--- config.mk ---
export PLATFORM = sky130hd
export DESIGN_NAME = sdram_pattern_tester_flat
export DESIGN_NICKNAME = d
export VERILOG_FILES = /design/src/rtl/sdram_pattern_tester_if.sv /design/src/rtl/sdram_pattern_tester.sv /design/src/flat_wrapper.sv
export SDC_FILE = /design/constraint.sdc
export NUM_CORES = 1
export LEC_CHECK = 0
export BUFFER_PORTS_ARGS = -buffer_cell sky130_fd_sc_hd__buf_4
export CORE_ASPECT_RATIO = 0.6
export CORE_MARGIN = 2
export CORE_UTILIZATION = 45
export DETAILED_ROUTE_END_ITERATION = 8
export GPL_TIMING_DRIVEN = 0
export PLACE_DENSITY_LB_ADDON = 0.08
export SLEW_MARGIN = 25
export SYNTH_ARGS = -nofsm -noshare
export SYNTH_HDL_FRONTEND = slang
export SYNTH_SLANG_ARGS = --single-unit
--- constraint.sdc ---
create_clock -name clk_clk -period 9.49 [get_ports clk_clk]
set_input_delay 0.949 -clock clk_clk [delete_from_list [all_inputs] [get_ports clk_clk]]
set_output_delay 0.949 -clock clk_clk [all_outputs]
set_load 0.05 [all_outputs]
--- src/rtl/sdram_pattern_tester_if.sv ---
// Avalon-MM bus between the pattern tester (master) and the SDRAM
// controller slave port. The tester instance names its port sdram_1, so the
// members read as sdram_1.address, sdram_1.read_n and so on.
interface sdram_pattern_tester_if #(
  parameter int ADDR_W = 25,
  parameter int DATA_W = 32
);

  logic [ADDR_W-1:0] address;
  logic [3:0]        byteenable_n;
  logic              chipselect;
  logic [DATA_W-1:0] writedata;
  logic              read_n;
  logic              write_n;
  logic [DATA_W-1:0] readdata;
  logic              readdatavalid;
  logic              waitrequest;

  modport master (
    output address,
    output byteenable_n,
    output chipselect,
    output writedata,
    output read_n,
    output write_n,
    input  readdata,
    input  readdatavalid,
    input  waitrequest
  );

  modport slave (
    input  address,
    input  byteenable_n,
    input  chipselect,
    input  writedata,
    input  read_n,
    input  write_n,
    output readdata,
    output readdatavalid,
    output waitrequest
  );

endinterface

--- src/rtl/sdram_pattern_tester.sv ---
// SDRAM bring-up / soak tester. On start it writes an address-derived
// pattern over a word range, reads the range back with up to MAX_PENDING
// reads in flight, and reports how many words came back wrong and the
// address of the first bad word. All bus outputs are registered so a
// stalled command is held simply by not touching the registers.
module sdram_pattern_tester #(
  parameter int ADDR_W      = 25,
  parameter int DATA_W      = 32,
  parameter int MAX_PENDING = 8
) (
  input  logic                  clk_clk,
  input  logic                  reset_reset,
  input  logic                  start,
  input  logic [ADDR_W-1:0]     base_addr,
  input  logic [ADDR_W-1:0]     length,
  input  logic [DATA_W-1:0]     seed,
  output logic                  busy,
  output logic                  done,
  output logic [15:0]           err_count,
  output logic [ADDR_W-1:0]     first_err_addr,
  sdram_pattern_tester_if.master sdram_1
);

  localparam int PEND_W = $clog2(MAX_PENDING + 1);
  localparam logic [PEND_W-1:0] PEND_MAX = PEND_W'(MAX_PENDING);

  typedef enum logic [2:0] {
    ST_IDLE,
    ST_WRITE,
    ST_READ,
    ST_DRAIN,
    ST_DONE
  } state_t;

  state_t            state;
  logic [ADDR_W-1:0] base_q;
  logic [ADDR_W-1:0] len_q;
  logic [DATA_W-1:0] seed_q;
  logic [ADDR_W-1:0] cmd_cnt;
  logic [ADDR_W-1:0] cmp_cnt;
  logic [ADDR_W-1:0] cmp_addr;
  logic [PEND_W-1:0] pending;

  logic              cmd_accept;
  logic              rd_accept;
  logic              rsp_valid;
  logic              rsp_mismatch;
  logic              last_cmd;
  logic              last_cmp;
  logic              issue_ok;
  logic [PEND_W-1:0] pending_next;
  logic [ADDR_W-1:0] next_addr;

  // The pattern is the zero-extended word address XORed with the seed, so
  // every word differs and a stuck or aliased address line shows up.
  function automatic logic [DATA_W-1:0] pat(input logic [ADDR_W-1:0] a,
                                            input logic [DATA_W-1:0] s);
    return {{(DATA_W-ADDR_W){1'b0}}, a} ^ s;
  endfunction

  assign sdram_1.byteenable_n = 4'b0000;

  // Handshake decode, outstanding-read bookkeeping and the compare result.
  // Read data that arrives with nothing outstanding (e.g. after a reset
  // mid-test) is discarded here, so it never reaches the compare.
  always_comb begin
    cmd_accept   = sdram_1.chipselect & ~sdram_1.waitrequest;
    rd_accept    = cmd_accept && (state == ST_READ);
    rsp_valid    = sdram_1.readdatavalid && (pending != '0) &&
                   ((state == ST_READ) || (state == ST_DRAIN));
    rsp_mismatch = rsp_valid && (sdram_1.readdata != pat(cmp_addr, seed_q));
    last_cmd     = (cmd_cnt == len_q - 1'b1);
    last_cmp     = (cmp_cnt == len_q - 1'b1);
    next_addr    = sdram_1.address + 1'b1;
    pending_next = pending;
    if (rd_accept && !rsp_valid) begin
      pending_next = pending + PEND_W'(1);
    end else if (!rd_accept && rsp_valid) begin
      pending_next = pending - PEND_W'(1);
    end
    issue_ok     = (pending_next < PEND_MAX);
  end

  // Test sequencer: owns the state, the registered bus command, the
  // counters and the error result.
  always_ff @(posedge clk_clk or posedge reset_reset) begin
    if (reset_reset) begin
      state              <= ST_IDLE;
      busy               <= 1'b0;
      done               <= 1'b0;
      err_count          <= 16'h0000;
      first_err_addr     <= '0;
      base_q             <= '0;
      len_q              <= '0;
      seed_q             <= '0;
      cmd_cnt            <= '0;
      cmp_cnt            <= '0;
      cmp_addr           <= '0;
      pending            <= '0;
      sdram_1.chipselect <= 1'b0;
      sdram_1.read_n     <= 1'b1;
      sdram_1.write_n    <= 1'b1;
      sdram_1.address    <= '0;
      sdram_1.writedata  <= '0;
    end else begin
      done    <= 1'b0;
      pending <= pending_next;

      if (rsp_valid) begin
        cmp_addr <= cmp_addr + 1'b1;
        cmp_cnt  <= cmp_cnt + 1'b1;
        if (rsp_mismatch) begin
          if (err_count != 16'hFFFF) begin
            err_count <= err_count + 16'h0001;
          end
          if (err_count == 16'h0000) begin
            first_err_addr <= cmp_addr;
          end
        end
      end

      case (state)
        ST_IDLE: begin
          if (start) begin
            base_q         <= base_addr;
            len_q          <= length;
            seed_q         <= seed;
            busy           <= 1'b1;
            err_count      <= 16'h0000;
            first_err_addr <= '0;
            cmd_cnt        <= '0;
            cmp_cnt        <= '0;
            cmp_addr       <= base_addr;
            pending        <= '0;
            if (length == '0) begin
              // Nothing to test: the empty-range check in DRAIN fires on the
              // next cycle, which lands done two cycles after start.
              state <= ST_DRAIN;
            end else begin
              state              <= ST_WRITE;
              sdram_1.chipselect <= 1'b1;
              sdram_1.write_n    <= 1'b0;
              sdram_1.address    <= base_addr;
              sdram_1.writedata  <= pat(base_addr, seed);
            end
          end
        end

        ST_WRITE: begin
          if (cmd_accept) begin
            cmd_cnt <= cmd_cnt + 1'b1;
            if (last_cmd) begin
              // First read goes out immediately; nothing is pending yet.
              state           <= ST_READ;
              cmd_cnt         <= '0;
              sdram_1.write_n <= 1'b1;
              sdram_1.read_n  <= 1'b0;
              sdram_1.address <= base_q;
            end else begin
              sdram_1.address   <= next_addr;
              sdram_1.writedata <= pat(next_addr, seed_q);
            end
          end
        end

        ST_READ: begin
          if (cmd_accept) begin
            cmd_cnt         <= cmd_cnt + 1'b1;
            sdram_1.address <= next_addr;
            if (last_cmd) begin
              state              <= ST_DRAIN;
              sdram_1.chipselect <= 1'b0;
              sdram_1.read_n     <= 1'b1;
            end else begin
              sdram_1.chipselect <= issue_ok;
              sdram_1.read_n     <= ~issue_ok;
            end
          end else if (!sdram_1.chipselect) begin
            // Throttled by the outstanding limit; a stalled command is
            // left alone so it is never withdrawn.
            sdram_1.chipselect <= issue_ok;
            sdram_1.read_n     <= ~issue_ok;
          end
        end

        ST_DRAIN: begin
          if ((rsp_valid && last_cmp) || ((pending == '0) && (cmp_cnt == len_q))) begin
            state <= ST_DONE;
            done  <= 1'b1;
          end
        end

        ST_DONE: begin
          busy  <= 1'b0;
          state <= ST_IDLE;
        end

        default: begin
          state <= ST_IDLE;
        end
      endcase
    end
  end

endmodule

--- src/flat_wrapper.sv ---
// flat-port wrapper written by rule: the top's interface ports become plain ports
module sdram_pattern_tester_flat 
#(
  parameter int ADDR_W      = 25,
  parameter int DATA_W      = 32,
  parameter int MAX_PENDING = 8
)
  (clk_clk, reset_reset, start, base_addr, length, seed, busy, done, err_count, first_err_addr, sdram_1_address, sdram_1_byteenable_n, sdram_1_chipselect, sdram_1_writedata, sdram_1_read_n, sdram_1_write_n, sdram_1_readdata, sdram_1_readdatavalid, sdram_1_waitrequest);
  sdram_pattern_tester_if #(.ADDR_W(ADDR_W), .DATA_W(DATA_W)) sdram_1_i ();
  input  logic clk_clk;
  input  logic reset_reset;
  input  logic start;
  input  logic [ADDR_W-1:0] base_addr;
  input  logic [ADDR_W-1:0] length;
  input  logic [DATA_W-1:0] seed;
  output logic busy;
  output logic done;
  output logic [15:0] err_count;
  output logic [ADDR_W-1:0] first_err_addr;
  output wire logic [$bits(sdram_1_i.address)-1:0] sdram_1_address;
  output wire logic [$bits(sdram_1_i.byteenable_n)-1:0] sdram_1_byteenable_n;
  output wire logic [$bits(sdram_1_i.chipselect)-1:0] sdram_1_chipselect;
  output wire logic [$bits(sdram_1_i.writedata)-1:0] sdram_1_writedata;
  output wire logic [$bits(sdram_1_i.read_n)-1:0] sdram_1_read_n;
  output wire logic [$bits(sdram_1_i.write_n)-1:0] sdram_1_write_n;
  input wire logic [$bits(sdram_1_i.readdata)-1:0] sdram_1_readdata;
  input wire logic [$bits(sdram_1_i.readdatavalid)-1:0] sdram_1_readdatavalid;
  input wire logic [$bits(sdram_1_i.waitrequest)-1:0] sdram_1_waitrequest;
  assign sdram_1_address = sdram_1_i.address;
  assign sdram_1_byteenable_n = sdram_1_i.byteenable_n;
  assign sdram_1_chipselect = sdram_1_i.chipselect;
  assign sdram_1_writedata = sdram_1_i.writedata;
  assign sdram_1_read_n = sdram_1_i.read_n;
  assign sdram_1_write_n = sdram_1_i.write_n;
  assign sdram_1_i.readdata = sdram_1_readdata;
  assign sdram_1_i.readdatavalid = sdram_1_readdatavalid;
  assign sdram_1_i.waitrequest = sdram_1_waitrequest;
  sdram_pattern_tester #(.ADDR_W(ADDR_W), .DATA_W(DATA_W), .MAX_PENDING(MAX_PENDING)) u_core (.clk_clk(clk_clk), .reset_reset(reset_reset), .start(start), .base_addr(base_addr), .length(length), .seed(seed), .busy(busy), .done(done), .err_count(err_count), .first_err_addr(first_err_addr), .sdram_1(sdram_1_i));
endmodule
==> results.sh, run 1 <==
export IMPL_status="finished clean"
export IMPL_clkSlewWorstSetupHoldPaths_ps=80
export IMPL_hold_viol_final=0
export IMPL_chipWidth_um=245
export IMPL_grt_pass1_wl_um=87100
export IMPL_postCtsHoldBufs=0
export IMPL_clkLatencyLatePin_ps=580
export IMPL_fin_crit_sh=0.476
export IMPL_r2r_start="u_core.len_q[8]$_DFFE_PP0P_"
export IMPL_rows=52
export IMPL_ant_nets=0
export IMPL_met2_usage=0.404
export IMPL_areaGrowthSynthToFinish_pct=21.6
export IMPL_vias=14400
export IMPL_relSlewSlack=0.343
export IMPL_cp_arrival_ps=4940
export IMPL_die_area_um2=36400
export IMPL_core_region_area_um2=34000
export IMPL_max_freq_mhz=221
export IMPL_synth_seq_cells=267
export IMPL_netlist_area_um2=15700
export IMPL_required_ps=9910
export IMPL_cts_root_buffer_cell="clkbuf_16"
export IMPL_cp_end_kind="flip-flop"
export IMPL_drc=0
export IMPL_peakVddDrop_mv=0.165
export IMPL_track_usage=0.324
export IMPL_whs_ps=360
export IMPL_setup_viol=0
export IMPL_antenna_found_initial=1
export IMPL_cts_sinks=267
export IMPL_ctsResizeCount=0
export IMPL_drive_above_1_share=0.165
export IMPL_dp_cells=2414
export IMPL_numPortBuffers=221
export IMPL_critPathMaxFanout=10
export IMPL_yosysSeqAreaShare=0.427
export IMPL_fin_util=0.561
export IMPL_p_leak_nw=8.64
export IMPL_min_delay_path_class="primary input to asynchronous set/reset pin"
export IMPL_p_per_area_nw_per_um2=251
export IMPL_rrSetupSlack_ps=4980
export IMPL_rr_worst_depth=11
export IMPL_start_util=0.461
export IMPL_startpoint_type="flip-flop"
export IMPL_die_h_um=148
export IMPL_cts_inserted_buffers=28
export IMPL_drt_initial_drc_count=1648
export IMPL_rsz0062_at_grt="no"
export IMPL_met3_usage=0.124
export IMPL_dp_hpwl_um=45800
export IMPL_ioPinCount=226
export IMPL_finClkSkew_ps=35.6
export IMPL_layout_nets=2113
export IMPL_syn_avg_cell_area_um2=9.06
export IMPL_async_flop_share=1.00
export IMPL_yosysWarnings=0
export IMPL_viasPerCell=5.83
export IMPL_path_class="flip-flop to flip-flop"
export IMPL_grt_pass1_vias=13400
export IMPL_slew_violations=0
export IMPL_use_met1=0.516
export IMPL_wl_um=59000
export IMPL_crit_end="u_core.cmd_cnt[23]$_DFFE_PP0P_"
export IMPL_gp_congestion=0.975
export IMPL_cts_tree="done"
export IMPL_dpl_cell_area_um2=18000
export IMPL_finalNonFillerCells=2468
export IMPL_worst_slew_pin_slew_ps=982
export IMPL_synth_lib_cells_used_distinct=81
export IMPL_synthCells=1728
export IMPL_final_area_um2=19000
export IMPL_period_needed_ps=4510
export IMPL_critPathLaunch="u_core.len_q[8]$_DFFE_PP0P_"
export IMPL_cts_setup_buffers=0
export IMPL_reg2reg_to="u_core.cmd_cnt[23]$_DFFE_PP0P_"
export IMPL_clk_path_buf_depth=3
export IMPL_routedWlPerCell_um=23.9
export IMPL_cap_violations=0
export IMPL_grt_overflow=0
export IMPL_grt_max_degree=95
export IMPL_synth_main_ff_cell="dfrtp_1"
export IMPL_gr_max_usage_layer="met1"
export IMPL_synth_edf_count=0
export IMPL_htree_levels=1
export IMPL_firstDrtPassIters=7
[worst min path at each step]
stage	start	endpoint	slack [ps]	depth (start not counted)
2_1_floorplan	u_core.base_q[14]$_DFFE_PP0P_	u_core.base_q[14]$_DFFE_PP0P_	450	2
3_3_place_gp	u_core.base_q[8]$_DFFE_PP0P_	u_core.base_q[8]$_DFFE_PP0P_	460	2
3_5_place_dp	u_core.base_q[2]$_DFFE_PP0P_	u_core.base_q[2]$_DFFE_PP0P_	470	2
4_1_cts	reset_reset	u_core.len_q[16]$_DFFE_PP0P_	370	2
5_1_grt	reset_reset	u_core.len_q[24]$_DFFE_PP0P_	390	2
6_report	reset_reset	u_core.len_q[24]$_DFFE_PP0P_	360	2
[worst max-delay path, cell delays in order, from the launching register on]
cell and delay [ps]:
dfrtp_1 360, clkbuf_1 290, nor4_2 720, nand4_1 550, a2111oi_2 750, nor2_1 100
nor2_2 190, o2111ai_4 230, a21oi_2 360, and2_1 380, buf_2 330, nor2_1 90
[metrics by stage]
step | TNS, ps | power (W) | worst slack [ps]
CTS | 0 | 0.00474 | 5180
finish | 0 | 0.00477 | 4980
detailed placement | 0 | 0.00350 | 5210
floorplan | 0 | 0.00289 | 1190
global route | 0 | 0.00498 | 4850
global placement | -607270 | 0.00347 | -2340
[area by class of cell]
type | instances | area (µm²)
Multi-Input combinational cell | 1339 | 8460
Timing Repair Buffer | 224 | 1740
Buffer | 100 | 443
Antenna cell | 2 | 5.00
Fill cell | 3129 | 14900
Sequential cell | 267 | 6680
Tap cell | 459 | 574
Clock buffer | 44 | 892
Clock inverter | 8 | 145
Inverter | 25 | 101
[sequential cells by signal, indices dropped and copies added, names as in the netlist, 3 cells and up]
name,flops
u_core.first_err_addr,25
u_core.err_count,16
u_core.cmp_cnt,25
u_core.cmd_cnt,25
u_core.seed_q,32
u_core.sdram_1.address,25
u_core.base_q,25
u_core.len_q,25
u_core.pending,4
u_core.state,3
u_core.sdram_1.writedata,32
u_core.cmp_addr,25
[placed cells by master (no fill, tap or decap), drive strengths merged, types with 9 or more instances in the layout]
cell    count
ha          9
nand4      42
and4       14
xor2       96
o21ai      60
nor2      177
and2        9
or3        12
mux2i      34
inv        25
buf       250
nor4       30
nand2     329
a221oi     21
and3       27
dfrtp     265
clkbuf    118
nor3       81
xnor2     140
o22a       14
o22ai      10
a21oi      34
nand3      55
xnor3      22
[cell usage after synthesis (all sizes together), types with 7 or more instances]
library cell  count  area [µm²]
and2              9        56.3
nor4             30         215
o22a             14         123
o21ai            60         300
ha                9         113
nand2           329        1240
a211o             8        70.1
dfrtp           265        6630
mux2i            34         340
xnor3            22         495
mux2              8         116
nand3            55         280
a21oi            34         178
inv              25        93.8
clkbuf           74         278
or3              12        80.1
nor2            177         674
buf              26         165
and4             14         123
xnor2           140        1230
o22ai            10        62.6
a221oi           21         184
and3             27         169
nand4            42         263
nand2b            7        43.8
or4               8        63.8
xor2             96         841
nor3             81         417
[logic make-up (layout without fill, tap and decap cells)]
family,Yosys count,after routing,share of synthesized area
and+or+nand+nor,812,812,0.242
DFF,267,267,0.427
xor gates and xnor gates,258,258,0.164
AOI/OAI and AO/OA,213,213,0.0957
buffers and inverters,125,401,0.0343
muxes,42,42,0.0292
adders and majority gates,10,10,0.00783
other,1,6,0.000240
[where the power goes]
part	switching, W	leakage [nW]	internal [W]
registers	0.000320	3.37	0.00138
logic	0.00111	4.77	0.000718
clock network	0.000499	0.506	0.000751
[per-layer routing]
layer  vias to the layer above  wire (µm)  share of wire
li1                       6499          -              -
met1                      7027      27800           0.47
met2                       801      21600           0.37
met3                        72       8360           0.14
met4                         0       1200          0.020
met5                         -          0              0
Note: power is estimated with default switching activity, not from simulation.
==> run 2: changes to the inputs <==
- clock period: 9.49 -> 3.95 ns (I/O delays scaled with it)
==> run 2 against run 1 <==
Compared with the run above:
- clock-buffer cell count fell by 2
- non-clock buffer count increased by 11
- via count rose by 0.28%
- register-to-register slack worse by 4900 ps
- wire length shrank 0.13%
- clock power is 130% higher
- sequential power up 140%
- combinational power increased by 140%
- utilization rose by 0.61 points
- first-iteration DRC count shrank 0.30%
- clock skew down 23 ps
- critical path type unchanged
- critical endpoint is now u_core.sdram_1.address[9]$_DFFE_PP0P_
- highest routed layer is now met5
==> results.sh, run 2 (same netlist as run 1, synthesis figures left out) <==
export IMPL_drc=0
export IMPL_dpl_cell_area_um2=18100
export IMPL_wl_um=58900
export IMPL_finalNonFillerCells=2482
export IMPL_drt_initial_drc_count=1643
export IMPL_start_util=0.461
export IMPL_finClkSkew_ps=12.2
export IMPL_dp_hpwl_um=46000
export IMPL_grt_max_degree=33
export IMPL_post_place_ws_ps=-363
export IMPL_clk_path_buf_depth=3
export IMPL_final_cell_mix="328 x nand2_1, 265 x dfrtp_1, 233 x buf_4"
export IMPL_routedWlPerCell_um=23.7
export IMPL_hold_viol_final=0
export IMPL_final_area_um2=19200
export IMPL_combPwrFrac=0.387
export IMPL_cap_violations=0
export IMPL_setup_viol=0
export IMPL_cts_root_buffer_cell="clkbuf_16"
export IMPL_startpoint_type="flip-flop"
export IMPL_drive_above_1_share=0.176
export IMPL_p_leak_nw=8.71
export IMPL_setup_slack_ps=28.3
export IMPL_seq_power_share=0.360
export IMPL_relSlewSlack=0.257
export IMPL_track_usage=0.321
export IMPL_critPathMaxStageDelay_ps=580
export IMPL_p_per_area_nw_per_um2=592
export IMPL_grt_overflow=0
export IMPL_vias=14400
export IMPL_p_int_w=0.00675
export IMPL_rows=52
export IMPL_cts_inserted_buffers=28
export IMPL_numPortBuffers=221
export IMPL_p_sw_frac=0.408
export IMPL_cp_end_kind="flip-flop"
export IMPL_max_freq_mhz=255
export IMPL_period_needed_ps=3920
export IMPL_grt_pass1_vias=13300
export IMPL_clkPwrFrac=0.253
export IMPL_crit_top_cell="buf_2"
export IMPL_final_common_cell="nand2_1"
export IMPL_status="finished clean"
export IMPL_fin_crit_sh=0.993
export IMPL_core_region_area_um2=34000
export IMPL_viasPerCell=5.82
export IMPL_worst_slew_pin_slew_ps=1110
export IMPL_firstDrtPassIters=6
export IMPL_slowest_stage="nor4_1"
export IMPL_gp_congestion=0.981
export IMPL_antenna_found_initial=6
export IMPL_top_regs="u_core.sdram_1.writedata: 32 flops, u_core.seed_q: 32 flops"
export IMPL_grt_pass1_wl_um=86500
export IMPL_cts_sinks=267
export IMPL_die_h_um=148
export IMPL_clkLatencyLatePin_ps=560
export IMPL_min_delay_path_class="primary input to flip-flop"
export IMPL_power_switching_w=0.00464
export IMPL_chipWidth_um=245
export IMPL_areaGrowthSynthToFinish_pct=22.9
export IMPL_ioPinCount=226
export IMPL_ant_nets=0
export IMPL_cts_tree="done"
export IMPL_die_area_um2=36400
export IMPL_path_class="flip-flop to flip-flop"
export IMPL_layout_nets=2124
export IMPL_slew_violations=0
export IMPL_htree_levels=1
export IMPL_cp_arrival_ps=4360
export IMPL_critPathMaxFanout=10
export IMPL_path_cells="clkbuf_1 > nor4_4 > buf_2 > and3_1 > and4_1 > o22ai_1 > nor4_1 > o2111a_1 > nand2_1 > buf_2 > a221oi_1 > nor3_1"
export IMPL_peakVddDrop_mv=0.374
export IMPL_required_ps=4390
export IMPL_dp_cells=2420
export IMPL_clkSlewWorstSetupHoldPaths_ps=70
## run 2: changes by cell type in the layout (fill, tap and decap cells not counted), moves of 3 or more
| cell | delta |
|---|---|
| buf_16 | -3 |
| buf_4 | +6 |
| clkinv_2 | +3 |
| clkbuf_8 | -3 |
| diode_2 | +3 |
| nor3_2 | +3 |
| nor3_1 | -3 |
| buf_12 | +9 |
| nor4_1 | -4 |
## run 2: worst max-delay path, delay by kind of cell, from the launching register on
kind	cells	cell delay, ps
flip-flops	1	360
AO/OA/AOI/OAI	3	750
AND/OR/NAND/NOR	6	1860
buffers and inverters	3	830
## run 2: layer usage
layer	wire length, µm	vias up	GRT usage
li1	-	6527	-
met4	1550	2	0.0896
met2	21200	775	0.381
met3	8370	78	0.134
met1	27700	7058	0.511
met5	17	-	0
## run 2: path summary, 6_finish.rpt
kind / startpoint / endpoint / slack [ps] / depth (start not counted)
max reg2reg: u_core.len_q[4]$_DFFE_PP0P_ / u_core.sdram_1.address[9]$_DFFE_PP0P_ / 30 / 12
min in group asynchronous: reset_reset / u_core.err_count[4]$_DFF_PP0_ / 490 / 3
max: u_core.len_q[4]$_DFFE_PP0P_ / u_core.sdram_1.address[9]$_DFFE_PP0P_ / 30 / 12
max in group asynchronous: reset_reset / u_core.sdram_1.write_n$_DFFE_PP1P_ / 1940 / 8
min: length[16] / u_core.len_q[16]$_DFFE_PP0P_ / 30 / 3
min reg2reg: u_core.base_q[14]$_DFFE_PP0P_ / u_core.base_q[14]$_DFFE_PP0P_ / 480 / 2
## run 2: area by class of cell
class / instances / area, µm²
Antenna cell: 5 / 12.5
Buffer: 98 / 438
Clock buffer: 42 / 855
Tap cell: 459 / 574
Fill cell: 3099 / 14700
Clock inverter: 10 / 130
Timing Repair Buffer: 237 / 1890
Sequential cell: 267 / 6680
Inverter: 25 / 97.6
Multi-Input combinational cell: 1339 / 8560
## run 2: timing repair
item	4_1_cts	5_1_grt
hold buffers	1	0
buffers inserted	2	4
pin swaps	1	3
endpoints found under the hold margin	21	0
resized for setup	10	9
endpoints found under the setup margin	56	59
## run 2: power by group through the flow
stage	combinational, W	sequential (W)	clock [W]
4_1_cts	0.00437	0.00404	0.00289
2_1_floorplan	0.00214	0.00482	0
3_5_place_dp	0.00433	0.00408	0
3_3_place_gp	0.00426	0.00407	0
6_report	0.00441	0.00410	0.00288
5_1_grt	0.00470	0.00417	0.00302
## run 2: through the flow
step	TNS (ps)	power, W	hold slack [ps]	util
2_1_floorplan	0	0.00695	445	-
3_3_place_gp	-485570	0.00834	462	0.527
3_5_place_dp	-8620	0.00841	463	0.533
4_1_cts	0	0.0113	17.9	0.564
5_1_grt	-16.8	0.0119	33.2	0.567
6_report	0	0.0114	29.5	0.567
==> run 3: changes to the inputs <==
==> constraint.sdc (replaced) <==
create_clock -name clk_clk -period 3.95 [get_ports clk_clk]
set_input_delay 0.1975 -clock clk_clk [delete_from_list [all_inputs] [get_ports clk_clk]]
set_output_delay 0.1975 -clock clk_clk [all_outputs]
set_load 0.05 [all_outputs]
==> run 3 against run 2 <==
Compared with the run above:
- clock skew fell by 1.9 ps
- wire length rose by 1.3%
- die area did not move
- sequential share of layout area fell by 1.3 points
- non-clock buffer count rose by 77
- sequential power barely moved
- global-route usage rose by 0.48 points
- largest power group unchanged
- hold slack improved by 3.8 ps
- setup slack improved by 42 ps
- fmax rose by 1.1%
- utilization rose by 2.2 points
==> results.sh, run 3 (same netlist as run 1, synthesis figures left out) <==
export IMPL_status="finished clean"
export IMPL_cp_arrival_ps=4320
export IMPL_dpl_cell_area_um2=18100
export IMPL_post_place_ws_ps=-363
export IMPL_layout_nets=2201
export IMPL_hold_viol_final=0
export IMPL_die_h_um=148
export IMPL_die_area_um2=36400
export IMPL_dp_hpwl_um=46000
export IMPL_startpoint_type="flip-flop"
export IMPL_track_usage=0.326
export IMPL_routedWlPerCell_um=23.3
export IMPL_ioPinCount=226
export IMPL_setup_slack_ps=70.0
export IMPL_slew_violations=0
export IMPL_final_area_um2=20000
export IMPL_drive_above_1_share=0.169
export IMPL_worst_slew_pin_slew_ps=1120
export IMPL_p_leak_nw=9.03
export IMPL_critPathLaunch="u_core.len_q[4]$_DFFE_PP0P_"
export IMPL_viasPerCell=5.77
export IMPL_areaGrowthSynthToFinish_pct=27.8
export IMPL_core_region_area_um2=34000
export IMPL_grt_overflow=0
export IMPL_setup_viol=0
export IMPL_clkSlewWorstSetupHoldPaths_ps=70
export IMPL_max_freq_mhz=258
export IMPL_period_needed_ps=3880
export IMPL_total_power_w=0.0115
export IMPL_htree_levels=1
export IMPL_r2r_start="u_core.len_q[4]$_DFFE_PP0P_"
export IMPL_finClkSkew_ps=10.4
export IMPL_grt_pass1_vias=13700
export IMPL_clk_path_buf_depth=3
export IMPL_gp_congestion=0.981
export IMPL_clkLatencyLatePin_ps=560
export IMPL_critPathMaxStageDelay_ps=540
export IMPL_cts_root_buffer_cell="clkbuf_16"
export IMPL_path_cells="clkbuf_1 > nor4_4 > buf_2 > and3_1 > and4_1 > o22ai_1 > nor4_1 > o2111a_1 > nand2_1 > buf_2 > a221oi_1 > nor3_1"
export IMPL_whs_ps=33.3
export IMPL_firstDrtPassIters=5
export IMPL_drt_initial_drc_count=1643
export IMPL_antenna_found_initial=3
export IMPL_top_regs="u_core.sdram_1.writedata: 32 flops, u_core.seed_q: 32 flops"
export IMPL_final_fill_count=3014
export IMPL_cp_end_kind="flip-flop"
export IMPL_numPortBuffers=221
export IMPL_cts_tree="done"
export IMPL_crit_top_cell="buf_2"
export IMPL_ant_nets=0
export IMPL_grt_max_degree=33
export IMPL_peakVddDrop_mv=0.421
export IMPL_holdCritStartpoint="base_addr[3]"
export IMPL_path_class="flip-flop to flip-flop"
export IMPL_cap_violations=0
export IMPL_drc=0
export IMPL_cts_inserted_buffers=28
export IMPL_required_ps=4390
export IMPL_vias=14700
export IMPL_fin_crit_sh=0.982
export IMPL_rows=52
export IMPL_wl_um=59600
export IMPL_relSlewSlack=0.252
export IMPL_critPathMaxFanout=10
export IMPL_fin_util=0.589
export IMPL_start_util=0.461
export IMPL_slowest_stage="nor4_1"
export IMPL_rrSetupSlack_ps=70
export IMPL_grt_pass1_wl_um=88100
export IMPL_min_delay_path_class="primary input to flip-flop"
export IMPL_chipWidth_um=245
export IMPL_final_cell_mix="328 x nand2_1, 265 x dfrtp_1, 233 x buf_4"
export IMPL_cts_sinks=267
export IMPL_final_common_cell="nand2_1"
export IMPL_p_per_area_nw_per_um2=573
## run 3: report_power, final
| group | internal, W | switching (W) |
|---|---|---|
| clock network | 0.00169 | 0.00119 |
| registers | 0.00331 | 0.000788 |
| logic | 0.00180 | 0.00268 |
| total | 0.00680 | 0.00466 |
## run 3: timing repair
| action | in CTS | in global routing |
|---|---|---|
| buffers inserted | 2 | 4 |
| resized for setup | 10 | 9 |
| cloned | 0 | 0 |
| pin swaps | 1 | 3 |
| endpoints found under the setup margin | 56 | 63 |
| hold endpoints to repair | 120 | 0 |
| hold buffers | 78 | 0 |
## run 3: area by class of cell
class / instances / area [µm²] / area share
well taps: 459 / 574 / 0.0287
multi-input cells: 1339 / 8560 / 0.428
diodes: 2 / 5.00 / 0.000250
repair buffers: 314 / 2670 / 0.133
flip-flops and latches: 267 / 6680 / 0.334
inverters: 25 / 97.6 / 0.00488
clock inverters: 10 / 130 / 0.00650
plain buffers: 98 / 438 / 0.0219
clock buffers: 42 / 855 / 0.0427
## run 3: critical path, delay by kind of cell (launching register included)
family / cells / cell delay [ps]
compound gates: 3 / 750
flops: 1 / 360
buf+inv: 3 / 830
simple gates: 6 / 1810
## run 3: per-stage QoR
step / TNS (ps) / cells
after floorplan: 0 / 1731
after global placement: -432840 / 2411
after detailed placement: -8620 / 2420
after CTS: 0 / 2552
after global routing: -3.39 / 2556
final: 0 / 2556
## run 3: path summary, 6_finish.rpt
| check | cells after the start | to |
|---|---|---|
| max in group asynchronous | 8 | u_core.sdram_1.write_n$_DFFE_PP1P_ |
| min in group asynchronous | 3 | u_core.err_count[4]$_DFF_PP0_ |
| worst max-delay path | 12 | u_core.sdram_1.address[17]$_DFFE_PP0P_ |
| worst min register to register | 2 | u_core.base_q[10]$_DFFE_PP0P_ |
| worst min-delay path | 3 | u_core.sdram_1.address[3]$_DFFE_PP0P_ |
| worst max register to register | 12 | u_core.sdram_1.address[17]$_DFFE_PP0P_ |
## run 3: per-layer routing
metal,routed length [µm],part of all wire,up-vias,GRT usage
li1,-,-,6676,-
met4,1410,0.024,2,0.0726
met3,8610,0.14,90,0.140
met2,21800,0.37,806,0.401
met1,27800,0.47,7170,0.511
met5,17,0.00029,-,0
